## src/rtl/rr_sel_pkg.sv

```systemverilog
// Shared definitions for the round-robin bus selector: mode encodings and
// one-hot helper functions used by the top level and the arbiter.
package rr_sel_pkg;

  localparam logic MODE_FIXED = 1'b0;
  localparam logic MODE_RR    = 1'b1;

  // Widest channel vector the helpers accept; callers zero-extend into it.
  localparam int MAX_CH = 32;

  // True when exactly one bit of vec is set.
  function automatic logic onehot_chk(input logic [MAX_CH-1:0] vec);
    return (vec != '0) && ((vec & (vec - MAX_CH'(1))) == '0);
  endfunction

  // Index of the set bit in a one-hot vector (0 when vec is all zero).
  function automatic int oh2idx(input logic [MAX_CH-1:0] vec);
    int idx;
    idx = 0;
    for (int i = 0; i < MAX_CH; i++) begin
      if (vec[i]) idx = i;
    end
    return idx;
  endfunction

endpackage

```

## src/rtl/rr_arbiter.sv

```systemverilog
// Round-robin arbiter: owns the priority pointer and performs the
// wrap-around search starting one past the last granted channel.
module rr_arbiter
  import rr_sel_pkg::*;
#(
  parameter int NCH = 4
) (
  input  logic           clk,
  input  logic           rst_n,
  input  logic [NCH-1:0] req,
  input  logic           en,
  input  logic           upd,
  output logic [NCH-1:0] grant
);

  localparam int CW = (NCH > 1) ? $clog2(NCH) : 1;

  logic [CW-1:0]  ptr_reg;
  logic [NCH-1:0] grant_next;
  logic           found;
  logic [CW-1:0]  idx;

  // Priority search from (ptr+1) mod NCH upward; first requester wins.
  always_comb begin
    grant_next = '0;
    found      = 1'b0;
    idx        = '0;
    for (int k = 1; k <= NCH; k++) begin
      idx = CW'((int'(ptr_reg) + k) % NCH);
      if (!found && req[idx]) begin
        grant_next[idx] = 1'b1;
        found           = 1'b1;
      end
    end
  end

  assign grant = en ? grant_next : '0;

  // Pointer follows the granted channel; reset value gives channel 0 first priority.
  always_ff @(posedge clk or negedge rst_n) begin
    if (!rst_n) begin
      ptr_reg <= CW'(NCH - 1);
    end else if (upd && (|grant)) begin
      ptr_reg <= CW'(oh2idx(MAX_CH'(grant)));
    end
  end

endmodule

```

## src/rtl/rr_bus_selector.sv

```systemverilog
// Registered NCH-channel bus selector with valid/ready handshakes.
// FIXED mode forwards the one-hot selected channel, RR mode arbitrates
// round-robin; a single output register stage feeds one consumer.
module rr_bus_selector
  import rr_sel_pkg::*;
#(
  parameter  int WIDTH = 8,
  parameter  int NCH   = 4,
  localparam int CW    = $clog2(NCH)
) (
  input  logic               clk,
  input  logic               rst_n,
  input  logic               mode,
  input  logic [NCH-1:0]     sel,
  input  logic [NCH*WIDTH-1:0] in_data,
  input  logic [NCH-1:0]     in_valid,
  output logic [NCH-1:0]     in_ready,
  output logic [WIDTH-1:0]   out_data,
  output logic [CW-1:0]      out_ch,
  output logic               out_valid,
  input  logic               out_ready,
  output logic               sel_err
);

  logic [WIDTH-1:0] out_data_reg;
  logic [CW-1:0]    out_ch_reg;
  logic             out_valid_reg;
  logic             sel_err_reg;

  logic             load;
  logic             mode_rr;
  logic             sel_ok;
  logic             sel_err_next;
  logic [NCH-1:0]   fixed_grant;
  logic [NCH-1:0]   rr_grant;
  logic [NCH-1:0]   grant;
  logic [WIDTH-1:0] data_next;
  logic [CW-1:0]    ch_next;
  logic [WIDTH-1:0] masked [NCH];

  // The output register can take a new word when empty or being drained.
  assign load    = !out_valid_reg || out_ready;
  assign mode_rr = (mode == MODE_RR);
  assign sel_ok  = onehot_chk(MAX_CH'(sel));

  assign fixed_grant = (load && !mode_rr && sel_ok) ? (sel & in_valid) : '0;

  rr_arbiter #(.NCH(NCH)) u_arb (
    .clk   (clk),
    .rst_n (rst_n),
    .req   (in_valid),
    .en    (load && mode_rr),
    .upd   (load && mode_rr),
    .grant (rr_grant)
  );

  assign grant = mode_rr ? rr_grant : fixed_grant;

  // Handshake ready is suppressed while reset is asserted.
  assign in_ready = rst_n ? grant : '0;

  // A malformed select only counts as an error when something was waiting.
  assign sel_err_next = !mode_rr && load && (|in_valid) && !sel_ok;

  // Zero every non-granted channel so the data mux reduces to an OR.
  for (genvar gi = 0; gi < NCH; gi++) begin : g_mask
    assign masked[gi] = grant[gi] ? in_data[gi*WIDTH +: WIDTH] : '0;
  end

  // OR-reduce the masked channel words into the selected word.
  always_comb begin
    data_next = '0;
    for (int i = 0; i < NCH; i++) begin
      data_next = data_next | masked[i];
    end
  end

  assign ch_next = CW'(oh2idx(MAX_CH'(grant)));

  // Output register: load on grant, drop valid on an empty load, hold on stall.
  always_ff @(posedge clk or negedge rst_n) begin
    if (!rst_n) begin
      out_data_reg  <= '0;
      out_ch_reg    <= '0;
      out_valid_reg <= 1'b0;
      sel_err_reg   <= 1'b0;
    end else begin
      sel_err_reg <= sel_err_next;
      if (load) begin
        if (|grant) begin
          out_data_reg  <= data_next;
          out_ch_reg    <= ch_next;
          out_valid_reg <= 1'b1;
        end else begin
          out_valid_reg <= 1'b0;
        end
      end
    end
  end

  assign out_data  = out_data_reg;
  assign out_ch    = out_ch_reg;
  assign out_valid = out_valid_reg;
  assign sel_err   = sel_err_reg;

endmodule

```

## config.mk

```make
export PLATFORM = sky130hd
export DESIGN_NAME = rr_bus_selector
export DESIGN_NICKNAME = d
export VERILOG_FILES = /design/src/rtl/rr_sel_pkg.sv /design/src/rtl/rr_arbiter.sv /design/src/rtl/rr_bus_selector.sv
export SDC_FILE = /design/constraint.sdc
export NUM_CORES = 1
export LEC_CHECK = 0
export ABC_AREA = 1
export BUFFER_PORTS_ARGS = -buffer_cell sky130_fd_sc_hd__buf_4
export CAP_MARGIN = 20
export CORE_ASPECT_RATIO = 0.5
export CORE_UTILIZATION = 50
export CTS_CLUSTER_DIAMETER = 200
export CTS_CLUSTER_SIZE = 16
export DETAILED_ROUTE_END_ITERATION = 10
export PLACE_DENSITY = 0.82
export SKIP_CTS_REPAIR_TIMING = 1
export SYNTH_ARGS = -nofsm -noshare
export SYNTH_HDL_FRONTEND = slang
export SYNTH_HIERARCHICAL = 1
export SYNTH_SLANG_ARGS = --single-unit
```

## constraint.sdc

```tcl
create_clock -name clk -period 4.7 [get_ports clk]
set_input_delay 0.235 -clock clk [delete_from_list [all_inputs] [get_ports clk]]
set_output_delay 0.235 -clock clk [all_outputs]
set_load 0.05 [all_outputs]
```

==> results.json, run 1 <==
{
  "outcome": "finished clean",
  "ant_nets": 0,
  "grt.busiest_layer": "met2",
  "finalCritPeriodShare_pct": 65.7,
  "ios": 60,
  "placed_cells": 360,
  "worst_pin_slew_ns": 0.374,
  "synth_cell_types": 28,
  "period_minus_slack_ns": 3.09,
  "min_path_type": "in2reg",
  "antenna_found_initial": 0,
  "num_vias": 1743,
  "clock_latency_ns": 0.25,
  "synthTopCellsByArea": "nand2_1, dfrtp_1, inv_1",
  "row_count": 14,
  "met2_usage_pct": 43.0,
  "antenna_cells": 0,
  "layout.nets": 378,
  "drt-initial-drc-count": 71,
  "synth_common_cells": "nand2_1, inv_1, nand3_1",
  "final_hold_viol_count": 0,
  "cts_root_buffer": "clkbuf_8",
  "worst_ir_drop_vdd_v": 0.000219,
  "cts_sinks": 14,
  "grt_pass1_vias": 1584,
  "routed_via_density": 4.78,
  "synthArstFlopShare_pct": 100,
  "clkTransAtPathRegs_ns": 0.06,
  "largest_reg_flops": 8,
  "netlist.area_leader.share_pct": 25.7,
  "area_growth_pct": 30.3,
  "routed_wl_um": 4220,
  "dieWidth_um": 85.4,
  "grt_max_degree": 16,
  "slew_headroom_pct": 75.0,
  "end_kind": "primary output",
  "setup_tns_ns": 0,
  "synth-seq-cells": 14,
  "numCtsBuffers": 3,
  "synth_nets": 315,
  "synth_area_leader_cell": "nand2_1",
  "wl_per_cell_um": 11.6,
  "fin_skew_ns": 0.00144,
  "drc_errors": 0,
  "io_buffers": 59,
  "die_h_um": 43.7,
  "cts_tree": "done",
  "max_freq_mhz": 324,
  "start_util_pct": 55.2,
  "slew_viol_final": 0,
  "use_met3_pct": 2.67,
  "synth.avg_cell_area_um2": 6.62,
  "synthCells": 263,
  "core_area_mm2": 0.00315,
  "grt_setup_unrepaired": "no",
  "ys.flop_type": "dfrtp_1",
  "maxCapViolCount": 0,
  "yosys_warnings": 6,
  "drive_gt1_share_pct": 33.5,
  "clk_path_buf_depth": 2,
  "yosysSeqAreaShare_pct": 20.3,
  "required_ns": 4.47,
  "grt_util_all_layers_pct": 22.8,
  "dieArea_mm2": 0.00374,
  "startpoint_type": "flip-flop",
  "path_class": "reg2out",
  "grt_pass1_wl_um": 6760,
  "netlist_area_mm2": 0.00174,
  "drt_pass1_iterations": 4,
  "p_leak_nw": 1.36,
  "critical_path_arrival_ns": 2.86,
  "synth_edf_count": 0,
  "globalRoute.totalOverflow": 0,
  "yosysMostFrequentCell": "nand2_1",
  "path_max_fanout": 12,
  "powerDensity_mw_per_mm2": 537,
  "gp_congestion": 0.869,
  "setup_viol": 0,
  "htreeDepth": 1,
  "use_met1_pct": 29.1,
  "post-dp-hpwl_um": 3400,
  "fin_cells": 365
}
critical path, stage by stage (launching register included):
cell,delay [ns]
dfstp_2,0.67
inv_4,0.11
ha_1,0.37
inv_1,0.13
nand3_4,0.11
nand2_4,0.10
nand2_4,0.06
nor2_4,0.12
nand2_1,0.07
nand3_2,0.06
nand2_1,0.07
inv_1,0.08
nand2_1,0.08
nand2_4,0.17
inv_1,0.08
nor2_1,0.09
buf_4,0.20
area by class of cell:
class / count / area [um^2]
clock buffers: 4 / 55.1
fillers: 275 / 886
inverters: 46 / 175
multi-input cells: 201 / 1180
flip-flops and latches: 14 / 353
well taps: 40 / 50.0
repair buffers: 60 / 453
report_power, final:
part	total (mW)	leakage (nW)	internal [mW]	switching, mW
combinational	0.863	1.15	0.283	0.580
clock	0.122	0.0288	0.0743	0.0477
sequential	0.232	0.180	0.180	0.0513
total	1.22	1.36	0.538	0.679
stage by stage:
stage	util, %	hold WS, ns	cell area (um^2)	setup slack (ns)	total power, mW
6_report	71.9	0.229	2270	1.61	1.22
5_1_grt	71.9	0.223	2270	1.40	1.31
4_1_cts	71.6	-0.164	2260	1.62	1.22
3_5_place_dp	69.8	0.105	2200	1.88	1.09
3_3_place_gp	69.8	0.0979	2200	1.96	1.07
2_1_floorplan	-	-0.0606	1740	1.68	0.905
path summary, 6_finish.rpt:
check / from / endpoint / slack [ns] / cells after the start
max: u_arb/ptr_reg[0] / in_ready[2] / 1.61 / 16
min: mode / sel_err / 0.23 / 2
max reg2reg: u_arb/ptr_reg[0] / out_ch[1] / 1.86 / 18
min reg2reg: out_ch[0] / out_ch[0] / 0.49 / 2
max in group asynchronous: rst_n / u_arb/ptr_reg[0] / 4.08 / 2
min in group asynchronous: rst_n / out_valid / 0.38 / 2
cells by family (layout without fill, tap and decap cells):
| kind of cell | after synthesis | count (layout) | share of synthesized area, % |
|---|---|---|---|
| simple gates | 183 | 183 | 58.2 |
| buf+inv | 48 | 110 | 11.9 |
| flops | 14 | 14 | 20.3 |
| compound gates | 10 | 10 | 3.95 |
| fa+ha+maj | 8 | 8 | 5.75 |
metal layers:
metal  vias to the layer above  part of all wire, %
met4                         0                 0.36
met2                        46                   50
met3                         2                  4.7
li1                        920                    -
met5                         -                    0
met1                       775                   45
layout by cell type, fill, tap and decap left out, types with 3 or more instances in the layout:
| cell type | synthesis | final |
|---|---|---|
| a21oi_1 | 4 | 4 |
| nand3_1 | 22 | 22 |
| nand2_1 | 119 | 119 |
| nand2_4 | 13 | 13 |
| buf_4 | 0 | 59 |
| inv_2 | 4 | 4 |
| nand2_2 | 10 | 10 |
| ha_1 | 8 | 8 |
| nand4_2 | 3 | 3 |
| inv_1 | 41 | 41 |
| nor2_4 | 3 | 3 |
| dfrtp_1 | 12 | 12 |
| clkbuf_8 | 0 | 4 |
(Power assumes the default switching activity.)
==> run 2: changes to the inputs <==
- ABC_AREA: 1 -> 0
- CORE_UTILIZATION: 50 -> 48
- PLACE_DENSITY: 0.82 -> 0.83
- clock period: 4.7 -> 3.1 ns (I/O delays scaled with it)
==> results.json, run 2 <==
{
  "routed_via_density": 6.33,
  "timing.rr.start": "u_arb/ptr_reg[1]",
  "synthCells": 133,
  "reg2reg_depth": 11,
  "synthArstFlopShare_pct": 100,
  "routed_wl_um": 4480,
  "synth_area_leader_cell": "dfrtp_1",
  "finalWorstSetupSlack_ns": -0.144,
  "area_growth_pct": 55.2,
  "start_util_pct": 51.9,
  "synth_edf_count": 0,
  "synth_cell_types": 47,
  "ios": 60,
  "clkTransAtPathRegs_ns": 0.06,
  "io_buffers": 59,
  "min_from": "sel[3]",
  "finalCritPeriodShare_pct": 105,
  "sw_frac_of_total_pct": 46.8,
  "ys.flop_type": "dfrtp_1",
  "wl_met2_um": 2030,
  "htreeDepth": 1,
  "startpoint_type": "flip-flop",
  "hold_end": "sel_err",
  "worst-path-buf-inv": 1,
  "drt-initial-drc-count": 97,
  "clock_latency_ns": 0.25,
  "whs_ns": 0.237,
  "fin_skew_ns": 0.00270,
  "grt_pass1_vias": 1225,
  "slowest_stage": "mux4_2",
  "dieWidth_um": 77.7,
  "synth_nets": 185,
  "critical_path_arrival_ns": 3.38,
  "switching_power_mw": 0.982,
  "numCtsBuffers": 3,
  "max_freq_mhz": 308,
  "yosysSeqAreaShare_pct": 25.7,
  "slew_headroom_pct": 51.7,
  "maxCapViolCount": 0,
  "netlist.area_leader.share_pct": 21.8,
  "ant_nets": 0,
  "synth.avg_cell_area_um2": 10.3,
  "violations": "negative setup slack",
  "cts_tree": "done",
  "cp_common_cell": "a221o_1",
  "grt_util_all_layers_pct": 25.8,
  "netlist_area_mm2": 0.00138,
  "largest_reg_flops": 8,
  "intPower_mw": 1.11,
  "globalRoute.totalOverflow": 0,
  "period_minus_slack_ns": 3.24,
  "synth-seq-cells": 14,
  "synth_common_cells": "dfrtp_1, nand2_1, mux2_2",
  "slew_viol_final": 0,
  "grt_pass1_wl_um": 5820,
  "antenna_cells": 0,
  "synthTopCellsByArea": "dfrtp_1, mux2_2, ha_1",
  "layout_common_cells": "buf_4, dfrtp_1, nand2_1",
  "grt_max_degree": 19,
  "cts_root_buffer": "clkbuf_8",
  "pwr-share-seq_pct": 16.0,
  "top_layer_used": "met4",
  "wl_met3_um": 451,
  "reg2reg_slack_ns": -0.14,
  "placed_area_mm2": 0.00194,
  "cts_sinks": 14,
  "required_ns": 3.24,
  "drt_pass1_iterations": 4,
  "post-dp-hpwl_um": 2920,
  "cp_slowest_stage_delay_ns": 0.59,
  "setup_viol": 13,
  "clk_path_buf_depth": 2,
  "die_h_um": 39.8,
  "path_class": "reg2reg",
  "worstHoldPathCells": 2,
  "final_util_pct": 80.5,
  "yosysMostFrequentCell": "dfrtp_1",
  "path_delay_family": "compound AO/OA/AOI/OAI gates",
  "p_leak_nw": 1.03,
  "yosys_warnings": 6,
  "worst_pin_slew_ns": 0.718,
  "end_kind": "flip-flop",
  "grt_setup_unrepaired": "yes",
  "layout.nets": 262,
  "row_count": 13,
  "drive_gt1_share_pct": 59.8,
  "powerDensity_mw_per_mm2": 982,
  "wl_met1_um": 1850,
  "antenna_found_initial": 0,
  "fill_cells": 158,
  "dieArea_mm2": 0.00310,
  "power_frac_comb_pct": 75.0,
  "layout_commonest_cell": "buf_4",
  "drc_errors": 0,
  "crit_chain": "inv_2 -> ha_4 -> mux4_2 -> nand2_2 -> o21ai_2 -> a221o_1 -> and2_4 -> a32o_2 -> a22o_2 -> a221o_1 -> mux2_4",
  "final_area_mm2": 0.00213,
  "outcome": "finished, violations left",
  "num_vias": 1556,
  "path_max_fanout": 8,
  "gp_congestion": 0.799,
  "wl_per_cell_um": 18.2,
  "core_area_mm2": 0.00265,
  "worst_ir_drop_vdd_v": 0.000555,
  "min_path_type": "in2reg",
  "timing.rr.end": "out_data[5]",
  "final_hold_viol_count": 0,
  "power_frac_clock_pct": 9.0
}
-- run 2: through the flow --
step	std cells	setup slack, ns	setup TNS, ns	power, mW
floorplan	133	-0.352	-2.57	1.31
detailed placement	237	-0.196	-1.50	1.78
global route	246	-0.233	-2.42	2.22
CTS	241	-0.210	-2.20	1.97
global placement	237	-0.124	-0.890	1.74
finish	246	-0.144	-1.24	2.10
-- run 2: kinds of logic after synthesis --
| group | count (synthesis) | synth area share [%] |
|---|---|---|
| and+or+nand+nor | 44 | 19.8 |
| adders and majority gates | 8 | 7.28 |
| xor gates and xnor gates | 1 | 0.637 |
| buffers and inverters | 8 | 4.46 |
| DFF | 14 | 25.7 |
| AOI/OAI and AO/OA | 47 | 31.5 |
| muxes | 11 | 10.6 |
-- run 2: worst max-delay path by stage --
stage	from	depth (start not counted)	slack, ns	to
floorplan	u_arb/ptr_reg[0]	12	-0.35	out_data[3]
global placement	u_arb/ptr_reg[0]	12	-0.12	out_data[3]
detailed placement	u_arb/ptr_reg[1]	12	-0.20	out_data[3]
CTS	u_arb/ptr_reg[1]	12	-0.21	out_data[3]
global route	u_arb/ptr_reg[1]	11	-0.23	out_data[3]
finish	u_arb/ptr_reg[1]	11	-0.14	out_data[5]
-- run 2: power groups by stage --
| stage | Sequential (mW) | Clock [mW] | Combinational (mW) |
|---|---|---|---|
| final | 0.336 | 0.188 | 1.57 |
| after global placement | 0.323 | 0 | 1.42 |
| after floorplan | 0.607 | 0 | 0.700 |
| after detailed placement | 0.333 | 0 | 1.45 |
| after CTS | 0.329 | 0.194 | 1.45 |
| after global routing | 0.345 | 0.201 | 1.67 |
-- run 2: layout make-up --
type                       instances  area [um^2]  area share [%]
inverter                           3         11.3           0.528
clock buffer                       4         55.1            2.58
sequential                        14          353            16.5
multi-input combinational        115         1090            51.1
timing repair buffer              73          578            27.1
tap                               37         46.3            2.17
-- run 2: layer usage --
layer  GRT usage (%)  vias up
met4            12.3        0
li1                -      705
met2            46.0       92
met1            29.6      739
met3            7.67       20
met5               0        -
==> run 3: changes to the inputs <==
- TNS_END_PERCENT: not set -> 5
==> results.json, run 3 (same netlist as run 2, synthesis figures left out) <==
{
  "power_frac_clock_pct": 8.7,
  "cts_tree": "done",
  "layout_common_cells": "buf_4, dfrtp_1, nand2_1",
  "finalWorstSetupSlack_ns": -0.204,
  "setup_viol": 11,
  "p_leak_nw": 1.06,
  "cts_sinks": 14,
  "grt_setup_unrepaired": "yes",
  "die_h_um": 39.8,
  "startpoint_type": "flip-flop",
  "fill_cells": 149,
  "worst_pin_slew_ns": 0.700,
  "pwr-share-seq_pct": 15.5,
  "gp_congestion": 0.831,
  "routed_via_density": 6.12,
  "drt_pass1_iterations": 4,
  "final_util_pct": 81.6,
  "dieArea_mm2": 0.00310,
  "slew_headroom_pct": 52.7,
  "critical_path_arrival_ns": 3.44,
  "slowest_stage": "mux4_2",
  "ios": 60,
  "clock_latency_ns": 0.25,
  "drt-initial-drc-count": 105,
  "worst_ir_drop_vdd_v": 0.000586,
  "slew_viol_final": 0,
  "wl_per_cell_um": 17.8,
  "largest_reg_flops": 8,
  "fin_skew_ns": 0.00216,
  "maxCapViolCount": 0,
  "required_ns": 3.24,
  "grt_pass1_vias": 1241,
  "start_util_pct": 51.9,
  "antenna_cells": 0,
  "grt_max_degree": 19,
  "period_minus_slack_ns": 3.30,
  "grt_pass1_wl_um": 5680,
  "area_growth_pct": 57.3,
  "core_area_mm2": 0.00265,
  "clk_path_buf_depth": 2,
  "multi_input_area_mm2": 0.00108,
  "power_frac_comb_pct": 75.7,
  "path_delay_family": "compound AO/OA/AOI/OAI gates",
  "worst-path-buf-inv": 2,
  "drive_gt1_share_pct": 59.7,
  "num_vias": 1517,
  "intPower_mw": 1.16,
  "end_kind": "flip-flop",
  "cts_root_buffer": "clkbuf_8",
  "dieWidth_um": 77.7,
  "layout_commonest_cell": "buf_4",
  "cp_common_cell": "a221o_1",
  "seq_area_um2": 353,
  "htreeDepth": 1,
  "max_freq_mhz": 303,
  "numCtsBuffers": 3,
  "final_hold_viol_count": 0,
  "antenna_found_initial": 0,
  "io_buffers": 59,
  "powerDensity_mw_per_mm2": 992,
  "sw_frac_of_total_pct": 46.0,
  "reg2reg_slack_ns": -0.20,
  "ant_nets": 0,
  "grt_util_all_layers_pct": 24.8,
  "crit_chain": "inv_2 -> ha_4 -> mux4_2 -> nand2_1 -> o21ai_2 -> a221o_1 -> and2_4 -> nand2_4 -> o41ai_4 -> buf_4 -> a22o_4 -> a221o_1 -> mux2_4",
  "routed_wl_um": 4410,
  "finalCritPeriodShare_pct": 107,
  "switching_power_mw": 0.988,
  "finalPower_mw": 2.15,
  "violations": "negative setup slack",
  "row_count": 13,
  "path_class": "reg2reg",
  "post-dp-hpwl_um": 2720,
  "min_path_type": "in2reg",
  "drc_errors": 0,
  "layout.nets": 264,
  "path_max_fanout": 7,
  "outcome": "finished, violations left",
  "clkTransAtPathRegs_ns": 0.06,
  "cp_slowest_stage_delay_ns": 0.58,
  "globalRoute.totalOverflow": 0
}
run 3: changes by cell type in the layout (fill, tap and decap cells not counted), sizes merged:
| cell | previous run | this run |
|---|---|---|
| clkbuf | 4 | 5 |
| buf | 72 | 75 |
| o41ai | 2 | 1 |
| a22o | 10 | 9 |
run 3: area by class of cell:
cell class | instances | area share, %
clock buffer | 4 | 2.54
inverter | 3 | 0.521
multi-input combinational | 113 | 49.7
sequential | 14 | 16.3
tap | 37 | 2.14
timing repair buffer | 77 | 28.7
run 3: path summary, 6_finish.rpt:
check | from | to | cells past startpoint
min in group asynchronous | rst_n | out_data[5] | 2
min | sel[3] | sel_err | 2
max | u_arb/ptr_reg[0] | out_data[4] | 13
min reg2reg | out_data[1] | out_data[1] | 1
max in group asynchronous | rst_n | u_arb/ptr_reg[1] | 2
max reg2reg | u_arb/ptr_reg[0] | out_data[4] | 13
run 3: layer usage:
layer  up-vias  routed length [um]  part of all wire (%)  track usage [%]
met4         0                  32                  0.73             8.02
met2        83                2070                    47             43.6
li1        697                   -                     -                -
met3         6                 442                    10             7.44
met1       731                1870                    42             29.9
met5         -                   0                     0                0
run 3: metrics by stage:
stage / cell area, um^2 / std cells / hold WS (ns) / TNS [ns] / setup WS, ns
after floorplan: 1390 / 133 / -0.141 / -2.62 / -0.352
after global placement: 1940 / 237 / 0.0254 / -1.20 / -0.146
after detailed placement: 1940 / 237 / 0.0269 / -1.55 / -0.204
after CTS: 1990 / 241 / -0.243 / -2.29 / -0.239
after global routing: 2160 / 248 / 0.182 / -2.88 / -0.282
final: 2160 / 248 / 0.185 / -1.88 / -0.204
run 3: worst reg2reg max path: cells and delay by family (launching register included):
kind            cells  cell delay (ns)
simple gates        3             0.36
compound gates      5             0.96
fa+ha+maj           1             0.28
flops               1             0.53
buf+inv             2             0.23
mux                 2             0.84
run 3: power groups by stage:
stage / Sequential (mW) / Clock (mW) / Combinational, mW
final: 0.334 / 0.187 / 1.63
after global routing: 0.345 / 0.194 / 1.72
after CTS: 0.327 / 0.187 / 1.45
after detailed placement: 0.331 / 0 / 1.44
after global placement: 0.323 / 0 / 1.42
after floorplan: 0.607 / 0 / 0.697
